<file path="src/rtl/sram_word_bridge.sv">
// sram_word_bridge: splits each 32-bit MEM-stage load/store into two 16-bit SRAM controller accesses, low half first (optional SRAM_BRIDGE_LAST_READ_EN read buffer).
// Latency: 10 cycles per access (freeze high 9 cycles, released in DONE); a buffer hit answers a repeat load in 0 cycles.
// Backpressure: freeze holds the pipeline until DONE; each half waits on controller ready after its issue cycle.
module sram_word_bridge #(
    parameter logic [31:0] ADDR_BASE = 32'd1024
) (
    input  logic        Clock_50,
    input  logic        Resetn,
    input  logic        MEM_R_EN,
    input  logic        MEM_W_EN,
    input  logic [31:0] mem_address,
    input  logic [31:0] mem_write_data,
    output logic [31:0] MEM_read_data,
    output logic        freeze,
    output logic        mem_op,
    output logic [17:0] SRAM_address,
    output logic [15:0] SRAM_write_data,
    output logic        SRAM_we_n,
    input  logic        SRAM_ready,
    input  logic [15:0] SRAM_read_data
);

    typedef enum logic [1:0] {IDLE, LO, HI, DONE} state_t;

    state_t      state_q, state_d;
    logic        issued_q;
    logic [15:0] lo_q;
    logic [31:0] rd_q;
    logic [31:0] off;
    logic [16:0] widx;
    logic        req;
    logic        advance;
    logic        hit;
    logic        unused_off;

    assign off        = mem_address - ADDR_BASE;
    assign widx       = off[18:2];
    assign unused_off = ^{off[31:19], off[1:0]};
    assign req        = MEM_R_EN | MEM_W_EN;
    // ready is still high from the previous half in the issue cycle, so it only counts once issued
    assign advance    = issued_q & SRAM_ready;

`ifdef SRAM_BRIDGE_LAST_READ_EN
    logic        buf_vld_q;
    logic [16:0] buf_tag_q;
    logic [31:0] buf_dat_q;

    assign hit = (state_q == IDLE) & MEM_R_EN & ~MEM_W_EN & buf_vld_q & (buf_tag_q == widx);
    assign MEM_read_data = hit ? buf_dat_q : rd_q;

    always_ff @(posedge Clock_50) begin
        if (Resetn) begin
            buf_vld_q <= 1'b0;
            buf_tag_q <= '0;
            buf_dat_q <= '0;
        end else if (state_q == IDLE && state_d == LO && MEM_W_EN) begin
            buf_vld_q <= 1'b0;
        end else if (state_q == HI && advance && !MEM_W_EN) begin
            buf_vld_q <= 1'b1;
            buf_tag_q <= widx;
            buf_dat_q <= {SRAM_read_data, lo_q};
        end
    end
`else
    assign hit = 1'b0;
    assign MEM_read_data = rd_q;
`endif

    always_comb begin
        state_d         = state_q;
        mem_op          = 1'b0;
        SRAM_address    = '0;
        SRAM_write_data = '0;
        SRAM_we_n       = 1'b1;
        freeze          = req & (state_q != DONE) & ~hit;
        case (state_q)
            IDLE: begin
                if (req && !hit) state_d = LO;
            end
            LO: begin
                mem_op          = 1'b1;
                SRAM_address    = {widx, 1'b0};
                SRAM_we_n       = ~MEM_W_EN;
                SRAM_write_data = MEM_W_EN ? mem_write_data[15:0] : 16'h0;
                if (advance) state_d = HI;
            end
            HI: begin
                mem_op          = 1'b1;
                SRAM_address    = {widx, 1'b1};
                SRAM_we_n       = ~MEM_W_EN;
                SRAM_write_data = MEM_W_EN ? mem_write_data[31:16] : 16'h0;
                if (advance) state_d = DONE;
            end
            DONE: state_d = IDLE;
            default: state_d = IDLE;
        endcase
    end

    always_ff @(posedge Clock_50) begin
        if (Resetn) begin
            state_q  <= IDLE;
            issued_q <= 1'b0;
            lo_q     <= '0;
            rd_q     <= '0;
        end else begin
            state_q  <= state_d;
            issued_q <= (state_q == LO || state_q == HI) && !advance;
            if (state_q == LO && advance && !MEM_W_EN) lo_q <= SRAM_read_data;
            if (state_q == HI && advance && !MEM_W_EN) rd_q <= {SRAM_read_data, lo_q};
        end
    end

endmodule

</file>
<file path="config.mk">
export PLATFORM = sky130hd
export DESIGN_NAME = sram_word_bridge
export DESIGN_NICKNAME = d
export VERILOG_FILES = /design/src/rtl/sram_word_bridge.sv
export SDC_FILE = /design/constraint.sdc
export NUM_CORES = 1
export LEC_CHECK = 0
export CORE_UTILIZATION = 39
export DETAILED_ROUTE_END_ITERATION = 16
export PLACE_DENSITY = 0.87
export SYNTH_ARGS = -nofsm -noshare
export SYNTH_HDL_FRONTEND = slang
export SYNTH_SLANG_ARGS = --single-unit
</file>
<file path="constraint.sdc">
create_clock -name Clock_50 -period 4.15 [get_ports Clock_50]
set_clock_uncertainty 0.2 [all_clocks]
set_input_delay 0.6225 -clock Clock_50 [delete_from_list [all_inputs] [get_ports Clock_50]]
set_output_delay 0.6225 -clock Clock_50 [all_outputs]
set_load 0.01 [all_outputs]
</file>
==> impl_summary.log <==
[metrics] outcome: finished clean
[metrics] total wire length after detailed routing: 7.08 mm
[metrics] mux share of post-synthesis cell area: 0%
[metrics] maximum VDD drop: 0.237 mV
[metrics] proportion of register bits with asynchronous set or reset after synthesis: 0%
[metrics] antenna fix cells: 0
[metrics] average cell area after synthesis: 7.41 um2
[metrics] I/O pins: 154
[metrics] horizontal extent of the die: 79.0 um
[metrics] max-capacitance violation count: 0
[metrics] warning count from the yosys run: 0
[metrics] count of filler cells inserted in the layout: 492
[metrics] # setup viols final: 0
[metrics] overall fraction of global-route tracks in use: 23.4%
[metrics] CTS buffer count: 5
[metrics] area share of the largest cell type after synthesis: 44.2%
[metrics] power per cell area: 393 nW/um2
[metrics] Post-Place Cells: 504
[metrics] quantity of I/O buffers inserted on ports: 138
[metrics] WS Path Type: primary input to output port
[metrics] final worst setup slack: 451 ps
[metrics] fraction of final layout cells with drive strength greater than 1: 3.18%
[metrics] DP Worst Slack: 468 ps
[metrics] library cell used as clock root buffer: sky130_fd_sc_hd__clkbuf_8
[metrics] class of the most critical hold timing path: flop to flop
[metrics] clk sinks: 51
[metrics] register bit total from synthesis: 51
[metrics] post-synthesis cell type count: 27
[metrics] most used flip-flop cell after synthesis: sky130_fd_sc_hd__dfxtp_1
[metrics] final worst path period share: 89.1%
[metrics] Rows: 27
[metrics] sequential area share after synthesis: 44.2%
[metrics] count of final hold-check violations: 0
[metrics] initial antenna violation count: 0
[metrics] weighted congestion reported at the end of routability-driven placement: 0.740
[metrics] height of the die: 79.0 um
[metrics] top cell type by total area after synthesis: sky130_fd_sc_hd__dfxtp_1
[metrics] number of buffers inserted by post-CTS setup repair: 0
[metrics] type of destination of the critical path: output port
[metrics] post-detailed-route via-to-cell ratio: 5.03
[metrics] routed wirelength normalized by instance count: 13.8 um
[metrics] TritonCTS clock tree: built
[metrics] dominant combinational cell family by area after synthesis: simple AND/OR/NAND/NOR gates
[metrics] unrepaired setup endpoints after global routing: no
[metrics] Area Overhead vs Synth: 66.8%
[metrics] vias in the first global route: 2,432
[metrics] largest net degree at the start of global routing: 52
[metrics] Finished Core Util: 68.7%
[metrics] standard cell area after detailed placement: 3720 um2
[metrics] total congestion overflow: 0
[metrics] non-filler cells, final: 512
[metrics] number of nets in the layout: 530
[metrics] hold_ws: 252 ps
[metrics] total half-perimeter wirelength after legalization and detailed placement: 5.07 mm
[metrics] DRT iter0 DRCs: 135
[metrics] Pre-Repair DR Iteration Count: 4
[metrics] crit path max fanout: 7
[metrics] Core ar.: 5610 um2
[metrics] die outline area: 6240 um2
[metrics] basic-gate share of the synthesized area counting and, or, nand and nor cells: 27.6%
[metrics] startpoint kind of the worst setup timing path: primary input
[metrics] first-pass GRT wire length: 11.6 mm
[metrics] Post-route DRC: 0
[metrics] clock input transition at the sequential cells of the worst setup and hold paths: 90 ps
[metrics] relative slew slack: 42.0%
[metrics] area share of fa/ha/maj cells after synthesis: 3.25%
[metrics] worst-case clock buffer depth: 2
[metrics] clock latency on the worst-skew pair: 300 ps
[metrics] quantity of gates resized following cts: 0
[metrics] synthesized-area fraction occupied by xor and xnor cells: 0.379%
[metrics] post-route ant nets: 0
[metrics] total power of the final layout: 1.51 mW
[metrics] Area contributors post-synth: sky130_fd_sc_hd__dfxtp_1 (44%), sky130_fd_sc_hd__nand2_1 (16%), sky130_fd_sc_hd__a21oi_1 (12%)
[metrics] maximum level of the CTS H-tree: 2
[metrics] Arrival @ worst endpoint: 2880 ps
[metrics] number of buffers added to fix hold violations after cts: 0
[metrics] min Tclk post-route: 3700 ps
[metrics] complex-gate fraction of the synthesized area: 20.5%
[metrics] final standard cell area without fillers: 3850 um2
[metrics] number of vias in the routed layout: 2,577
[metrics] Data required, critical path: 3330 ps
[metrics] highest clock frequency the design can meet: 270 MHz
[metrics] Lkg Pwr: 1.29 nW
[metrics] post-synthesis instance area: 2310 um2
[metrics] transition time of the tightest slew-check pin: 870 ps
[metrics] EDFF count, synth: 0
[metrics] Fin Setup TNS: 0 ps
[metrics] Initial Util: 41.2%
[metrics] synthesized instance count: 312
[metrics] total count of max-transition violations in the final report: 0
[metrics] post-synthesis net count: 403
## cells in the final DEF, fill, tap and decap left out, types with 4 or more instances in the layout
master / synthesis / routed
sky130_fd_sc_hd__clkdlybuf4s50_1: 0 / 137
sky130_fd_sc_hd__nand2_1: 97 / 97
sky130_fd_sc_hd__a21oi_1: 55 / 55
sky130_fd_sc_hd__dfxtp_1: 51 / 51
sky130_fd_sc_hd__nor2_1: 22 / 22
sky130_fd_sc_hd__a22oi_1: 16 / 16
sky130_fd_sc_hd__and2_1: 8 / 8
sky130_fd_sc_hd__ha_1: 6 / 6
sky130_fd_sc_hd__clkbuf_8: 0 / 5
sky130_fd_sc_hd__inv_1: 4 / 4
sky130_fd_sc_hd__nand2b_1: 4 / 4
sky130_fd_sc_hd__o31ai_1: 4 / 4
sky130_fd_sc_hd__o21ai_0: 4 / 4
## layout make-up
cell class | instances | area [um2] | area share [%]
clock inverter | 2 | 60.1 | 1.56
timing repair buffer | 141 | 1400 | 36.3
clock buffer | 6 | 72.6 | 1.88
tap | 72 | 90.1 | 2.34
sequential | 51 | 1020 | 26.5
inverter | 4 | 15.0 | 0.390
multi-input combinational | 236 | 1200 | 31.0
## cell families after synthesis
logic type,count (synthesis)
and+or+nand+nor,146
AOI/OAI and AO/OA,83
DFF,51
buffers and inverters,25
adders and majority gates,6
xor gates and xnor gates,1
## power breakdown
group	internal [mW]	switching, mW	total (mW)
clock	0.241	0.159	0.400
combinational	0.297	0.290	0.586
sequential	0.508	0.0190	0.527
## layer usage
metal	track usage, %	vias to the layer above	part of all wire (%)
li1	-	1301	-
met1	28.6	1174	42
met2	39.8	90	50
met3	5.75	12	6.4
met4	8.00	0	1.7
met5	0	-	0
## worst max-delay path: stages
cell	delay, ps
sky130_fd_sc_hd__clkdlybuf4s50_1	510
sky130_fd_sc_hd__or4_4	540
sky130_fd_sc_hd__or4_1	470
sky130_fd_sc_hd__a21oi_1	160
sky130_fd_sc_hd__clkdlybuf4s50_1	580
## synthesized netlist by cell type (all sizes together), types with 2 or more instances
master	instances
o21ai	5
or3	5
buf	2
and2	8
a21oi	55
nand2	97
nand2b	4
dfxtp	51
nand4b	2
a22oi	16
and4b	2
nor2	22
ha	6
o31ai	4
inv	4
clkbuf	19
or4	3
## state kept, by name, indices dropped and copies added (netlist names)
signal         cells
MEM_read_data     32
issued_q           1
lo_q              16
state_q            2
## path summary, 6_finish.rpt
check                                from                              to  slack (ps)  depth (start not counted)
setup / recovery          mem_address[13]                SRAM_address[17]         450                          5
hold / removal      lo_q[12]$_SDFFE_PP0P_  MEM_read_data[12]$_SDFFE_PP0P_         250                          2
setup reg to reg  state_q[0]$_SDFFE_PP0P_   MEM_read_data[8]$_SDFFE_PP0P_        1320                          6
hold reg to reg     lo_q[12]$_SDFFE_PP0P_  MEM_read_data[12]$_SDFFE_PP0P_         250                          2
No activity file was read; power rests on OpenSTA's default activity.
